--- config.mk ---
export PLATFORM = sky130hd
export DESIGN_NAME = nn_frame_fifo_flat
export DESIGN_NICKNAME = d
export VERILOG_FILES = /design/src/rtl/nn_frame_fifo_if.sv /design/src/rtl/nn_frame_fifo.sv /design/src/flat_wrapper.sv
export SDC_FILE = /design/constraint.sdc
export NUM_CORES = 1
export LEC_CHECK = 0
export CAP_MARGIN = 20
export CORE_MARGIN = 4
export CORE_UTILIZATION = 35
export CTS_BUF_LIST = sky130_fd_sc_hd__clkbuf_2
export DETAILED_ROUTE_END_ITERATION = 12
export PLACE_DENSITY = 0.62
export SETUP_SLACK_MARGIN = 0.3
export SYNTH_ARGS = -nofsm -noshare
export SYNTH_HDL_FRONTEND = slang
export SYNTH_SLANG_ARGS = --single-unit
--- constraint.sdc ---
create_clock -name clk -period 5.9 [get_ports clk]
set_clock_uncertainty 0.1 [all_clocks]
set_input_delay 1.18 -clock clk [delete_from_list [all_inputs] [get_ports clk]]
set_output_delay 1.18 -clock clk [all_outputs]
set_load 0.005 [all_outputs]
--- src/rtl/nn_frame_fifo_if.sv ---
// nn_frame_fifo_if: write/read stream and status bundle for nn_frame_fifo.
interface nn_frame_fifo_if #(
    parameter int WIDTH = 32,
    parameter int CW    = 5
);
    logic [WIDTH-1:0] in_data;
    logic             in_fst;
    logic             in_vld;
    logic             in_rdy;
    logic [WIDTH-1:0] out_data;
    logic             out_fst;
    logic             out_last;
    logic             out_vld;
    logic             out_rdy;
    logic [CW-1:0]    count;
    logic             almost_full;
    logic [CW-1:0]    frames;
    logic             frame_err;

    modport master (
        output in_data, in_fst, in_vld, out_rdy,
        input  in_rdy, out_data, out_fst, out_last, out_vld, count, almost_full, frames, frame_err
    );
    modport slave (
        input  in_data, in_fst, in_vld, out_rdy,
        output in_rdy, out_data, out_fst, out_last, out_vld, count, almost_full, frames, frame_err
    );
endinterface

--- src/rtl/nn_frame_fifo.sv ---
// nn_frame_fifo: fall-through stream FIFO with frame-length checking,
// complete-frame count and synchronous flush.
module nn_frame_fifo #(
    parameter int WIDTH     = 32,
    parameter int DEPTH     = 16,
    parameter int FRAME_LEN = 12,
    parameter int AF_LEVEL  = DEPTH - 2,
    parameter int CW        = $clog2(DEPTH) + 1
) (
    input logic             clk,
    input logic             reset,
    input logic             flush,
    nn_frame_fifo_if.slave  s
);
    localparam int AW = $clog2(DEPTH);
    localparam logic [CW-1:0] L_DEPTH = CW'(DEPTH);
    localparam logic [CW-1:0] L_FLEN  = CW'(FRAME_LEN);
    localparam logic [CW-1:0] L_AF    = CW'(AF_LEVEL);
    localparam logic [CW-1:0] L_ONE   = CW'(1);

    logic [WIDTH:0]  r_mem [DEPTH];
    logic [AW-1:0]   r_wr;
    logic [AW-1:0]   r_rd;
    logic [CW-1:0]   r_count;
    logic [CW-1:0]   r_frames;
    logic [CW-1:0]   r_in_pos;
    logic [CW-1:0]   r_out_pos;
    logic            r_err;
    logic            r_live;
    logic            w_wr;
    logic            w_rd;
    logic            w_short;
    logic            w_long;
    logic            w_done;
    logic            w_pop_last;
    logic [CW-1:0]   w_in_nxt;
    logic [CW-1:0]   w_out_nxt;

    // r_live holds in_rdy low until the first clock after reset release
    assign s.in_rdy      = r_live && (r_count != L_DEPTH);
    assign s.out_vld     = r_count != '0;
    assign {s.out_fst, s.out_data} = r_mem[r_rd];
    assign s.count       = r_count;
    assign s.frames      = r_frames;
    assign s.almost_full = r_count >= L_AF;
    assign s.frame_err   = r_err;

    assign w_wr       = s.in_vld && s.in_rdy && !flush;
    assign w_rd       = s.out_vld && s.out_rdy && !flush;
    assign w_short    = s.in_fst && (r_in_pos != '0) && (r_in_pos < L_FLEN);
    assign w_long     = !s.in_fst && ((r_in_pos == '0) || (r_in_pos == L_FLEN));
    assign w_in_nxt   = s.in_fst ? L_ONE : w_long ? L_FLEN : r_in_pos + L_ONE;
    // a saturated (malformed) word is not a frame completion
    assign w_done     = w_wr && !w_long && (w_in_nxt == L_FLEN);
    assign w_out_nxt  = s.out_fst ? L_ONE : r_out_pos + L_ONE;
    assign s.out_last = s.out_vld && (w_out_nxt == L_FLEN);
    assign w_pop_last = w_rd && s.out_last;

    always_ff @(posedge clk)
        if (w_wr) r_mem[r_wr] <= {s.in_fst, s.in_data};

    always_ff @(posedge clk or negedge reset)
        if (!reset) begin
            r_wr      <= '0;
            r_rd      <= '0;
            r_count   <= '0;
            r_frames  <= '0;
            r_in_pos  <= '0;
            r_out_pos <= '0;
            r_err     <= 1'b0;
            r_live    <= 1'b0;
        end else if (flush) begin
            r_wr      <= '0;
            r_rd      <= '0;
            r_count   <= '0;
            r_frames  <= '0;
            r_in_pos  <= '0;
            r_out_pos <= '0;
            r_err     <= 1'b0;
            r_live    <= 1'b1;
        end else begin
            r_live    <= 1'b1;
            r_wr      <= w_wr ? r_wr + AW'(1) : r_wr;
            r_rd      <= w_rd ? r_rd + AW'(1) : r_rd;
            r_count   <= r_count + CW'(w_wr) - CW'(w_rd);
            r_in_pos  <= w_wr ? w_in_nxt : r_in_pos;
            r_out_pos <= w_rd ? w_out_nxt : r_out_pos;
            r_err     <= r_err || (w_wr && (w_short || w_long));
            r_frames  <= (w_done && !w_pop_last) ? r_frames + L_ONE :
                         (w_pop_last && !w_done && r_frames != '0) ? r_frames - L_ONE : r_frames;
        end
endmodule
--- src/flat_wrapper.sv ---
// flat-port wrapper written by rule: the top's interface ports become plain ports
module nn_frame_fifo_flat 
#(
    parameter int WIDTH     = 32,
    parameter int DEPTH     = 16,
    parameter int FRAME_LEN = 12,
    parameter int AF_LEVEL  = DEPTH - 2,
    parameter int CW        = $clog2(DEPTH) + 1
)
  (clk, reset, flush, s_in_data, s_in_fst, s_in_vld, s_out_rdy, s_in_rdy, s_out_data, s_out_fst, s_out_last, s_out_vld, s_count, s_almost_full, s_frames, s_frame_err);
  nn_frame_fifo_if #(.WIDTH(WIDTH), .CW(CW)) s_i ();
  input logic clk;
  input logic reset;
  input logic flush;
  input wire logic [$bits(s_i.in_data)-1:0] s_in_data;
  input wire logic [$bits(s_i.in_fst)-1:0] s_in_fst;
  input wire logic [$bits(s_i.in_vld)-1:0] s_in_vld;
  input wire logic [$bits(s_i.out_rdy)-1:0] s_out_rdy;
  output wire logic [$bits(s_i.in_rdy)-1:0] s_in_rdy;
  output wire logic [$bits(s_i.out_data)-1:0] s_out_data;
  output wire logic [$bits(s_i.out_fst)-1:0] s_out_fst;
  output wire logic [$bits(s_i.out_last)-1:0] s_out_last;
  output wire logic [$bits(s_i.out_vld)-1:0] s_out_vld;
  output wire logic [$bits(s_i.count)-1:0] s_count;
  output wire logic [$bits(s_i.almost_full)-1:0] s_almost_full;
  output wire logic [$bits(s_i.frames)-1:0] s_frames;
  output wire logic [$bits(s_i.frame_err)-1:0] s_frame_err;
  assign s_i.in_data = s_in_data;
  assign s_i.in_fst = s_in_fst;
  assign s_i.in_vld = s_in_vld;
  assign s_i.out_rdy = s_out_rdy;
  assign s_in_rdy = s_i.in_rdy;
  assign s_out_data = s_i.out_data;
  assign s_out_fst = s_i.out_fst;
  assign s_out_last = s_i.out_last;
  assign s_out_vld = s_i.out_vld;
  assign s_count = s_i.count;
  assign s_almost_full = s_i.almost_full;
  assign s_frames = s_i.frames;
  assign s_frame_err = s_i.frame_err;
  nn_frame_fifo #(.WIDTH(WIDTH), .DEPTH(DEPTH), .FRAME_LEN(FRAME_LEN), .AF_LEVEL(AF_LEVEL), .CW(CW)) u_core (.clk(clk), .reset(reset), .flush(flush), .s(s_i));
endmodule
==> results of run 1 <==
[sequential cells by signal, summed over array words and instances, names as in the netlist]
| register | count |
|---|---|
| u_core.r_in_pos | 5 |
| u_core.r_out_pos | 5 |
| u_core.r_wr | 4 |
| u_core.r_rd | 4 |
| u_core.r_mem | 528 |
| u_core.s.frame_err | 1 |
| u_core.s.frames | 5 |
| u_core.r_live | 1 |
| u_core.s.count | 5 |
[cells in the mapped netlist, types with 5 or more instances]
| library cell | n |
|---|---|
| sky130_fd_sc_hd__edfxtp_1 | 528 |
| sky130_fd_sc_hd__mux4_2 | 164 |
| sky130_fd_sc_hd__dfrtp_1 | 30 |
| sky130_fd_sc_hd__nor2_1 | 30 |
| sky130_fd_sc_hd__clkbuf_1 | 29 |
| sky130_fd_sc_hd__ha_1 | 21 |
| sky130_fd_sc_hd__inv_1 | 19 |
| sky130_fd_sc_hd__nand2_1 | 18 |
| sky130_fd_sc_hd__buf_1 | 15 |
| sky130_fd_sc_hd__a21oi_1 | 14 |
| sky130_fd_sc_hd__and2_1 | 11 |
| sky130_fd_sc_hd__xnor2_1 | 9 |
| sky130_fd_sc_hd__nand3_1 | 8 |
| sky130_fd_sc_hd__xor2_1 | 8 |
| sky130_fd_sc_hd__nor3_1 | 7 |
| sky130_fd_sc_hd__o21ai_0 | 7 |
| sky130_fd_sc_hd__mux2i_1 | 5 |
[where the power goes]
group | internal [W] | switching [W]
clock | 0.00103 | 0.00152
combinational | 0.00100 | 0.000717
sequential | 0.00438 | 0.000101
[routing by layer]
layer | GRT usage (%) | routed length (microns) | up-vias | part of all wire (%)
li1 | - | - | 4607 | -
met1 | 19.4 | 21000 | 5623 | 44
met2 | 22.8 | 23100 | 360 | 48
met3 | 4.26 | 2990 | 85 | 6.2
met4 | 5.34 | 833 | 6 | 1.7
met5 | 0 | 39 | - | 0.081
[metrics by stage]
stage / setup WS [ps] / power [W]
after floorplan: 1360 / 0.00568
after global routing: 372 / 0.00922
after detailed placement: 1090 / 0.00631
final: 595 / 0.00875
after global placement: 1230 / 0.00630
after CTS: 381 / 0.00890
[worst max-delay path by stage]
stage | endpoint | slack (ps) | cells after the start
3_5_place_dp | u_core.s.frames[4] | 1090 | 13
5_1_grt | s_out_data[29] | 370 | 4
2_1_floorplan | u_core.r_mem[4][0] | 1360 | 5
6_report | s_out_last | 600 | 6
4_1_cts | s_out_data[29] | 380 | 4
3_3_place_gp | u_core.s.frames[4] | 1230 | 13
[what timing repair did]
action,CTS,global route
setup endpoints to repair,12,0
setup buffers,1,0
hold buffers,0,0
[cell families after synthesis]
family	count (synthesis)	synth area share, %
AO/OA/AOI/OAI	39	1.07
XOR/XNOR	17	0.681
adder cells (fa/ha/maj)	23	1.38
buffers and inverters	67	1.17
flip-flops	558	75.9
multiplexers	170	17.2
other	1	0.0171
AND/OR/NAND/NOR	104	2.57
[layout make-up]
| type | count | share of cell area [%] |
|---|---|---|
| antenna | 8 | 0.0795 |
| clock buffer | 209 | 4.15 |
| clock inverter | 27 | 0.760 |
| inverter | 19 | 0.283 |
| multi-input combinational | 354 | 20.1 |
| sequential | 558 | 66.0 |
| tap | 837 | 4.16 |
| timing repair buffer | 113 | 4.46 |
==> metrics.yaml, run 1 <==
synth:
  synth_seq_cells: 558
  synth_top_area_cell: "sky130_fd_sc_hd__edfxtp_1"
  part_of_the_yosys_area_used_for_sequential_elements_pct: 75.9
  yosysTopAreaCellShare_pct: 72.5
  mappedNetlistNets: 1040
  synthCells: 979
  postSynth.asyncResetShare_pct: 5.38
  ys.warnings.count: 0
  synth_top_cells_by_area: "sky130_fd_sc_hd__edfxtp_1, sky130_fd_sc_hd__mux4_2, sky130_fd_sc_hd__dfrtp_1"
  post_synth.cell_area_avg_sq_um: 22.3
  yosysUniqueCellTypes: 47
  syn_area_sq_mm: 0.0219
  number_of_synthesized_flops_with_an_enable_pin: 528
  synth-main-ff-cell: "sky130_fd_sc_hd__edfxtp_1"
worst_setup_path:
  critical_path.startpoint_type: "flop"
  cp_common_cell: "sky130_fd_sc_hd__mux2i_1"
  cp_data_arrival_time_ps: 4020
  worstSetupPathType: "reg -> out"
  critPathBufInv: 1
  crit-reg2reg-launch: "u_core.s.count[2]"
  cp_slowest_stage_delay_ps: 760
  worst-endpoint-required_ps: 4620
  critical_path.max_fanout: 32
  critical_path_cell_list: "mux4_2 -> mux2i_1 -> mux2i_1 -> nor2_1 -> and3_1 -> clkdlybuf4s50_1"
  critPathTopFamily: "multiplexers"
  critPathCaptureType: "output pin"
  regToRegEndpoint: "u_core.s.frames[4]"
  reg2reg_depth: 13
  critPathLaunch: "u_core.r_rd[1]"
  r2r_slack_ps: 1600
  cpMaxStageDelayCell: "sky130_fd_sc_hd__dfrtp_4"
clock_network:
  cts_max_path_buffers: 3
  clock_tree.htree_level_count: 4
  cts_root_buffer: "sky130_fd_sc_hd__clkbuf_2"
  cts_inserted_buffers: 144
  cts_tree: "built"
  cts_resized: 0
  worstSkewPairLatency_ps: 1270
  numClockSinks: 558
  clk_transition_reported_paths_ps: 100
layout:
  multi_input_comb_area_sq_mm: 0.00507
  layout.nets: 1251
  finalNonFillerCells: 2125
  mostFrequentLayoutCell: "sky130_fd_sc_hd__edfxtp_1"
  drive_above_1_share_pct: 34.3
  area_growth_pct: 15.1
  filler_cell_count: 5473
  layout_common_cells: "sky130_fd_sc_hd__edfxtp_1, sky130_fd_sc_hd__clkbuf_2, sky130_fd_sc_hd__mux4_2"
  register_area_sq_mm: 0.0166
  layout.core_utilization_pct: 40.7
  final_area_sq_mm: 0.0252
grt:
  grt.overflow.total: 0
  first_global_vias: 11500
  grt_start_max_net_pins: 74
  antenna_found_initial: 6
  wire_length_of_the_first_global_routing_pass_microns: 71500
  track_usage_pct: 14.5
sta:
  holdWs_ps: 212
  fmaxAchievable_mhz: 189
  timing.max_slew.rel_slack_pct: 36.3
  finalSetupViolCount: 0
  worst_pin_slew_ps: 955
  tns_ps: 0
  report.final.hold_viol_count: 0
  unrepaired_setup_endpoints_after_global_routing: "no"
  post-route-min-period_ps: 5300
  drv_slew: 0
  timing.final.crit_share_pct: 89.9
outcome:
  outcome: "completed"
routing:
  drc: 0
  detail_route.first_pass.iterations: 5
  detailedRoute.firstIterationViolations: 824
  post_drt_via_cell_ratio: 5.03
  routed_wl_microns: 48000
  detail_route.wl_per_cell_microns: 22.6
  antenna_left: 0
  detailroute.via_count: 10700
placed_design:
  io_buffer_count: 85
  post_detailed_placement_cell_area_sq_mm: 0.0239
  placed_cells_incl_taps: 1880
  globalplace.congestion: 0.726
  hpwlAfterDp_microns: 25100
min_path:
  holdCritPathClass: "in -> async"
floorplan:
  boundaryPins: 86
  die_x_microns: 258
  die_area_sq_mm: 0.0666
  initial_core_util_pct: 35.4
  fp.dieH_microns: 258
  floorplan.core_area_sq_mm: 0.0618
  num_rows: 91
power_and_ir_drop:
  p_leak_nw: 8.02
  power.ir.vdd_worst_v: 0.000180
  powerDensity_mw_per_mm2: 347
job:
  max_cap_viol_count: 0
No activity file was read; power rests on OpenSTA's default activity.
==> run 2: changes to the inputs <==
Clock period 5.9 ns to 6.6 ns, I/O delays scaled along.
==> run 2 against run 1 <==
Non-clock buffer count is the same. Via count rose by 0.24%. Clock power shrank 15%. Hold slack improved by 170 ps. Combinational power decreased by 16%. Final area decreased by 0.27%. Utilization fell by 0.11 points. Die area unchanged. Critical path depth stayed put. Largest cell class unchanged. Register-to-register slack gained 530 ps. Global-route usage about the same.
==> metrics.yaml, run 2 (synthesis gave the netlist of run 1 again) <==
power_and_ir_drop:
  power.ir.vdd_worst_v: 0.000159  # was 0.000180 V
  powerDensity_mw_per_mm2: 306  # was 347 mW/mm^2
  p_leak_nw: 7.97  # was 8.02 nW
layout:
  area_growth_pct: 14.8  # was 15.1%
  register_area_sq_mm: 0.0166  # unchanged
  finalNonFillerCells: 2115  # was 2125
  max_ffs_per_register: 528  # unchanged
  mostFrequentLayoutCell: "sky130_fd_sc_hd__edfxtp_1"  # unchanged
  drive_above_1_share_pct: 33.7  # was 34.3%
  multi_input_comb_area_sq_mm: 0.00507  # unchanged
  largest-register: "u_core.r_mem"  # unchanged
  layout_common_cells: "sky130_fd_sc_hd__edfxtp_1, sky130_fd_sc_hd__clkbuf_2, sky130_fd_sc_hd__mux4_2"  # unchanged
  layout.nets: 1247  # was 1251
  filler_cell_count: 5497  # was 5473
worst_setup_path:
  critical_path_cell_list: "mux4_2 -> mux2i_1 -> mux2i_1 -> nor2_1 -> and3_1 -> clkdlybuf4s50_1"  # unchanged
  critical_path.max_fanout: 61  # was 32
  cp_data_arrival_time_ps: 4210  # was 4020 ps
  critPathTopFamily: "flip-flops"  # was multiplexers
  cp_slowest_stage_delay_ps: 1050  # was 760 ps
  critPathBufInv: 1  # unchanged
  cp_common_cell: "sky130_fd_sc_hd__mux2i_1"  # unchanged
  worst-endpoint-required_ps: 5180  # was 4620 ps
  critPathCaptureType: "output pin"  # unchanged
  critical_path.startpoint_type: "flop"  # unchanged
  worstSetupPathType: "reg -> out"  # unchanged
  cpMaxStageDelayCell: "sky130_fd_sc_hd__dfrtp_4"  # unchanged
routing:
  detailroute.via_count: 10700  # about the same
  antenna_left: 0  # unchanged
  detail_route.first_pass.iterations: 7  # was 5
  drc: 0  # unchanged
  detailedRoute.firstIterationViolations: 866  # was 824
  routed_wl_microns: 47500  # was 48000 microns
  post_drt_via_cell_ratio: 5.06  # was 5.03
  detail_route.wl_per_cell_microns: 22.4  # was 22.6 microns
sta:
  tns_ps: 0  # unchanged
  worst_pin_slew_ps: 993  # was 955 ps
  report.final.hold_viol_count: 0  # unchanged
  timing.max_slew.rel_slack_pct: 33.6  # was 36.3%
  post-route-min-period_ps: 5630
  unrepaired_setup_endpoints_after_global_routing: "no"  # unchanged
  timing.final.crit_share_pct: 85.3
  drv_slew: 0  # unchanged
  fmaxAchievable_mhz: 178
  finalSetupViolCount: 0  # unchanged
clock_network:
  hold_buffers: 0  # unchanged
  post-cts-setup-buffers: 0  # was 1
  clk_transition_reported_paths_ps: 100  # about the same
  worstSkewPairLatency_ps: 1220  # was 1270 ps
  clock_tree.htree_level_count: 4  # unchanged
  numClockSinks: 558  # unchanged
  cts_root_buffer: "sky130_fd_sc_hd__clkbuf_2"  # unchanged
  cts_inserted_buffers: 140  # was 144
  cts_tree: "built"  # unchanged
  cts_resized: 0  # unchanged
  cts_max_path_buffers: 3  # unchanged
placed_design:
  io_buffer_count: 85  # unchanged
  hpwlAfterDp_microns: 24500  # was 25100 microns
  placed_cells_incl_taps: 1880  # unchanged
  globalplace.congestion: 0.734  # was 0.726
floorplan:
  die_area_sq_mm: 0.0666  # unchanged
  fp.dieH_microns: 258  # unchanged
  boundaryPins: 86  # unchanged
  initial_core_util_pct: 35.4  # unchanged
  floorplan.core_area_sq_mm: 0.0618  # unchanged
  die_x_microns: 258  # unchanged
  num_rows: 91  # unchanged
grt:
  track_usage_pct: 14.5  # about the same
  grt_start_max_net_pins: 76  # was 74
  grt.overflow.total: 0  # unchanged
  antenna_found_initial: 5  # was 6
  first_global_vias: 11500  # about the same
  wire_length_of_the_first_global_routing_pass_microns: 71400  # was 71500 microns
outcome:
  outcome: "completed"  # unchanged
job:
  max_cap_viol_count: 0  # unchanged
min_path:
  holdCritPathClass: "in -> async"  # unchanged
-- run 2: cell count changes in the layout (fill, tap and decap cells not counted), sizes merged --
cell,before,now
bufinv,2,1
clkinv,19,20
clkinvlp,4,5
clkbuf,209,199
inv,21,22
diode,8,6
-- run 2: power by group --
part / total [W] / switching (W) / internal [W]
sequential: 0.00405 / 0.000137 / 0.00391
combinational: 0.00145 / 0.000579 / 0.000874
clock: 0.00218 / 0.00134 / 0.000841
-- run 2: worst paths after layout --
check                      depth (start not counted)                  end  slack [ps]           startpoint
setup reg to reg                                  12   u_core.s.frames[4]        2130       u_core.r_rd[1]
setup / recovery                                   6           s_out_last         970       u_core.r_rd[1]
max in group asynchronous                          2       u_core.r_rd[0]        5620                reset
hold reg to reg                                    2  u_core.r_out_pos[1]         430  u_core.r_out_pos[1]
min in group clk                                   2  u_core.r_out_pos[1]         430  u_core.r_out_pos[1]
hold / removal                                     2   u_core.s.frames[3]         380                reset
-- run 2: routing by layer --
metal	routed length, microns	GRT usage, %	share of wire (%)
met1	20500	19.7	43
met2	22900	22.6	48
met3	3220	4.41	6.8
met4	741	4.55	1.6
met5	38	0	0.080
-- run 2: final cells by class --
type | instances | share of cell area (%)
diodes | 6 | 0.0598
clock buffers | 199 | 3.97
clock inverters | 29 | 0.648
inverters | 19 | 0.284
multi-input cells | 354 | 20.2
flip-flops and latches | 558 | 66.2
well taps | 837 | 4.17
repair buffers | 113 | 4.53
-- run 2: per-stage QoR --
stage / total power, W / util, % / setup slack [ps] / hold WS (ps) / instance area, sq um
after global placement: 0.00562 / 38.6 / 1420 / 401 / 23900
final: 0.00768 / 40.6 / 967 / 385 / 25100
after detailed placement: 0.00563 / 38.7 / 1230 / 420 / 23900
after CTS: 0.00782 / 40.6 / 723 / 213 / 25100
after global routing: 0.00811 / 40.6 / 610 / 265 / 25100
after floorplan: 0.00508 / - / 1920 / 376 / 21900
==> run 3: changes to the inputs <==
Settings changed: CTS_CLUSTER_DIAMETER set to 30.
==> run 3 against run 2 <==
Sequential share of layout area down 0.27 points. Global-route usage about the same. Sequential power about the same. Final area up 0.41%. Clock-buffer cell count down 2. Maximum frequency down 0.87%. Utilization up 0.17 points. Critical path depth unchanged. Hold slack worse by 11 ps. Sequential cell count unchanged. Die area unchanged. Final cell count up 0.19%.
==> metrics.yaml, run 3 (synthesis gave the netlist of run 1 again) <==
outcome:
  outcome: "completed"  # unchanged
sta:
  timing.final.crit_share_pct: 86.1  # was 85.3%
  drv_slew: 0  # unchanged
  post-route-min-period_ps: 5680  # was 5630 ps
  timing.max_slew.rel_slack_pct: 34.4  # was 33.6%
  report.final.hold_viol_count: 0  # unchanged
  finalSetupViolCount: 0  # unchanged
  fmaxAchievable_mhz: 176  # was 178 MHz
  unrepaired_setup_endpoints_after_global_routing: "no"  # unchanged
  worst_pin_slew_ps: 982  # was 993 ps
  fin_ws_ps: 918  # was 967 ps
  tns_ps: 0  # unchanged
grt:
  grtUsageMet3_pct: 4.57  # was 4.41%
  global_route.usage.met2_pct: 22.6  # about the same
  global_route.peak_usage_layer: "met2"  # unchanged
  wire_length_of_the_first_global_routing_pass_microns: 71600  # was 71400 microns
  first_global_vias: 11600  # was 11500
  grt.overflow.total: 0  # unchanged
  antenna_found_initial: 5  # unchanged
  grt_start_max_net_pins: 76  # unchanged
  track_usage_pct: 14.5  # about the same
  grt.met1_usage_pct: 19.7  # about the same
layout:
  area_growth_pct: 15.3  # was 14.8%
  multi_input_comb_area_sq_mm: 0.00507  # unchanged
  mostFrequentLayoutCell: "sky130_fd_sc_hd__edfxtp_1"  # unchanged
  filler_cell_count: 5513  # was 5497
  final_area_sq_mm: 0.0252  # was 0.0251 sq mm
  layout.nets: 1249  # was 1247
  layout.core_utilization_pct: 40.8  # was 40.6%
  largest-register: "u_core.r_mem"  # unchanged
  register_area_sq_mm: 0.0166  # unchanged
  layout_common_cells: "sky130_fd_sc_hd__edfxtp_1, sky130_fd_sc_hd__clkbuf_2, sky130_fd_sc_hd__mux4_2"  # unchanged
  max_ffs_per_register: 528  # unchanged
  drive_above_1_share_pct: 33.9  # was 33.7%
clock_network:
  cts_tree: "built"  # unchanged
  clock_tree.htree_level_count: 4  # unchanged
  cts_max_path_buffers: 3  # unchanged
  numClockSinks: 558  # unchanged
  cts_resized: 0  # unchanged
  worstSkewPairLatency_ps: 1240  # was 1220 ps
  post-cts-setup-buffers: 0  # unchanged
  cts_root_buffer: "sky130_fd_sc_hd__clkbuf_2"  # unchanged
  clk_transition_reported_paths_ps: 100  # about the same
  cts_inserted_buffers: 142  # was 140
  hold_buffers: 0  # unchanged
power_and_ir_drop:
  power_w: 0.00782  # was 0.00768 W
  p_leak_nw: 8.04  # was 7.97 nW
  power.ir.vdd_worst_v: 0.000163  # was 0.000159 V
  powerDensity_mw_per_mm2: 310  # was 306 mW/mm^2
routing:
  routed_wl_microns: 47600  # was 47500 microns
  detail_route.wl_per_cell_microns: 22.5  # was 22.4 microns
  detailroute.via_count: 10600  # was 10700
  post_drt_via_cell_ratio: 5.01  # was 5.06
  antenna_left: 0  # unchanged
  detailedRoute.firstIterationViolations: 819  # was 866
  drc: 0  # unchanged
  detail_route.first_pass.iterations: 7  # unchanged
floorplan:
  boundaryPins: 86  # unchanged
  fp.dieH_microns: 258  # unchanged
  die_area_sq_mm: 0.0666  # unchanged
  num_rows: 91  # unchanged
  die_x_microns: 258  # unchanged
  floorplan.core_area_sq_mm: 0.0618  # unchanged
  initial_core_util_pct: 35.4  # unchanged
worst_setup_path:
  critPathCaptureType: "output pin"  # unchanged
  cp_data_arrival_time_ps: 4260  # was 4210 ps
  worst-endpoint-required_ps: 5180  # about the same
  worstSetupPathType: "reg -> out"  # unchanged
  critical_path.startpoint_type: "flop"  # unchanged
  critical_path.max_fanout: 61  # unchanged
placed_design:
  post_detailed_placement_cell_area_sq_mm: 0.0239  # unchanged
  place_ws_ps: 1230  # unchanged
  globalplace.congestion: 0.734  # unchanged
  io_buffer_count: 85  # unchanged
  hpwlAfterDp_microns: 24500  # unchanged
min_path:
  holdCritPathClass: "in -> async"  # unchanged
job:
  max_cap_viol_count: 0  # unchanged
run 3: changes by cell type in the layout (fill, tap and decap cells not counted), sizes merged:
cell	delta
clkbuf	-2
inv	+1
clkinv	+7
clkinvlp	-5
bufinv	+3
run 3: worst paths after layout:
check                                         start  slack [ps]                  end  depth (start not counted)
worst min-delay path                          reset         370   u_core.s.frame_err                          2
max in group asynchronous                     reset        5650       u_core.r_rd[0]                          2
worst max register to register       u_core.r_rd[1]        2050   u_core.s.frames[4]                         12
worst min register to register  u_core.r_out_pos[1]         430  u_core.r_out_pos[1]                          2
min in group clk                u_core.r_out_pos[1]         430  u_core.r_out_pos[1]                          2
worst max-delay path                 u_core.r_rd[1]         920           s_out_last                          6
run 3: layer usage:
metal	share of wire [%]	vias to the layer above	wire length (microns)
li1	-	4595	-
met1	44	5626	21100
met2	48	323	22900
met3	6.0	70	2840
met4	1.6	6	769
met5	0.078	-	37
run 3: layout make-up:
class                           count  area share, %
Sequential cell                   558           65.9
Antenna cell                        6         0.0595
Tap cell                          837           4.15
Timing Repair Buffer              113           4.51
Clock buffer                      197           3.91
Clock inverter                     35           1.10
Inverter                           19          0.283
Multi-Input combinational cell    354           20.1
run 3: power by group:
group | total, W | switching, W | internal (W) | leakage (nW)
sequential | 0.00405 | 0.000136 | 0.00391 | 5.15
combinational | 0.00145 | 0.000580 | 0.000874 | 1.93
clock | 0.00232 | 0.00135 | 0.000964 | 0.961
run 3: metrics by stage:
stage / std cells / hold slack (ps)
detailed placement: 1880 / 420
global placement: 1879 / 401
floorplan: 979 / 376
global route: 2116 / 242
finish: 2119 / 374
CTS: 2112 / 201
run 3: worst max-delay path: stages, from the launching register on:
cell and delay (ps):
sky130_fd_sc_hd__dfrtp_4 1060, sky130_fd_sc_hd__mux4_2 610, sky130_fd_sc_hd__mux2i_1 150, sky130_fd_sc_hd__mux2i_1 240
sky130_fd_sc_hd__nor2_1 260, sky130_fd_sc_hd__and3_1 200, sky130_fd_sc_hd__clkdlybuf4s50_1 510
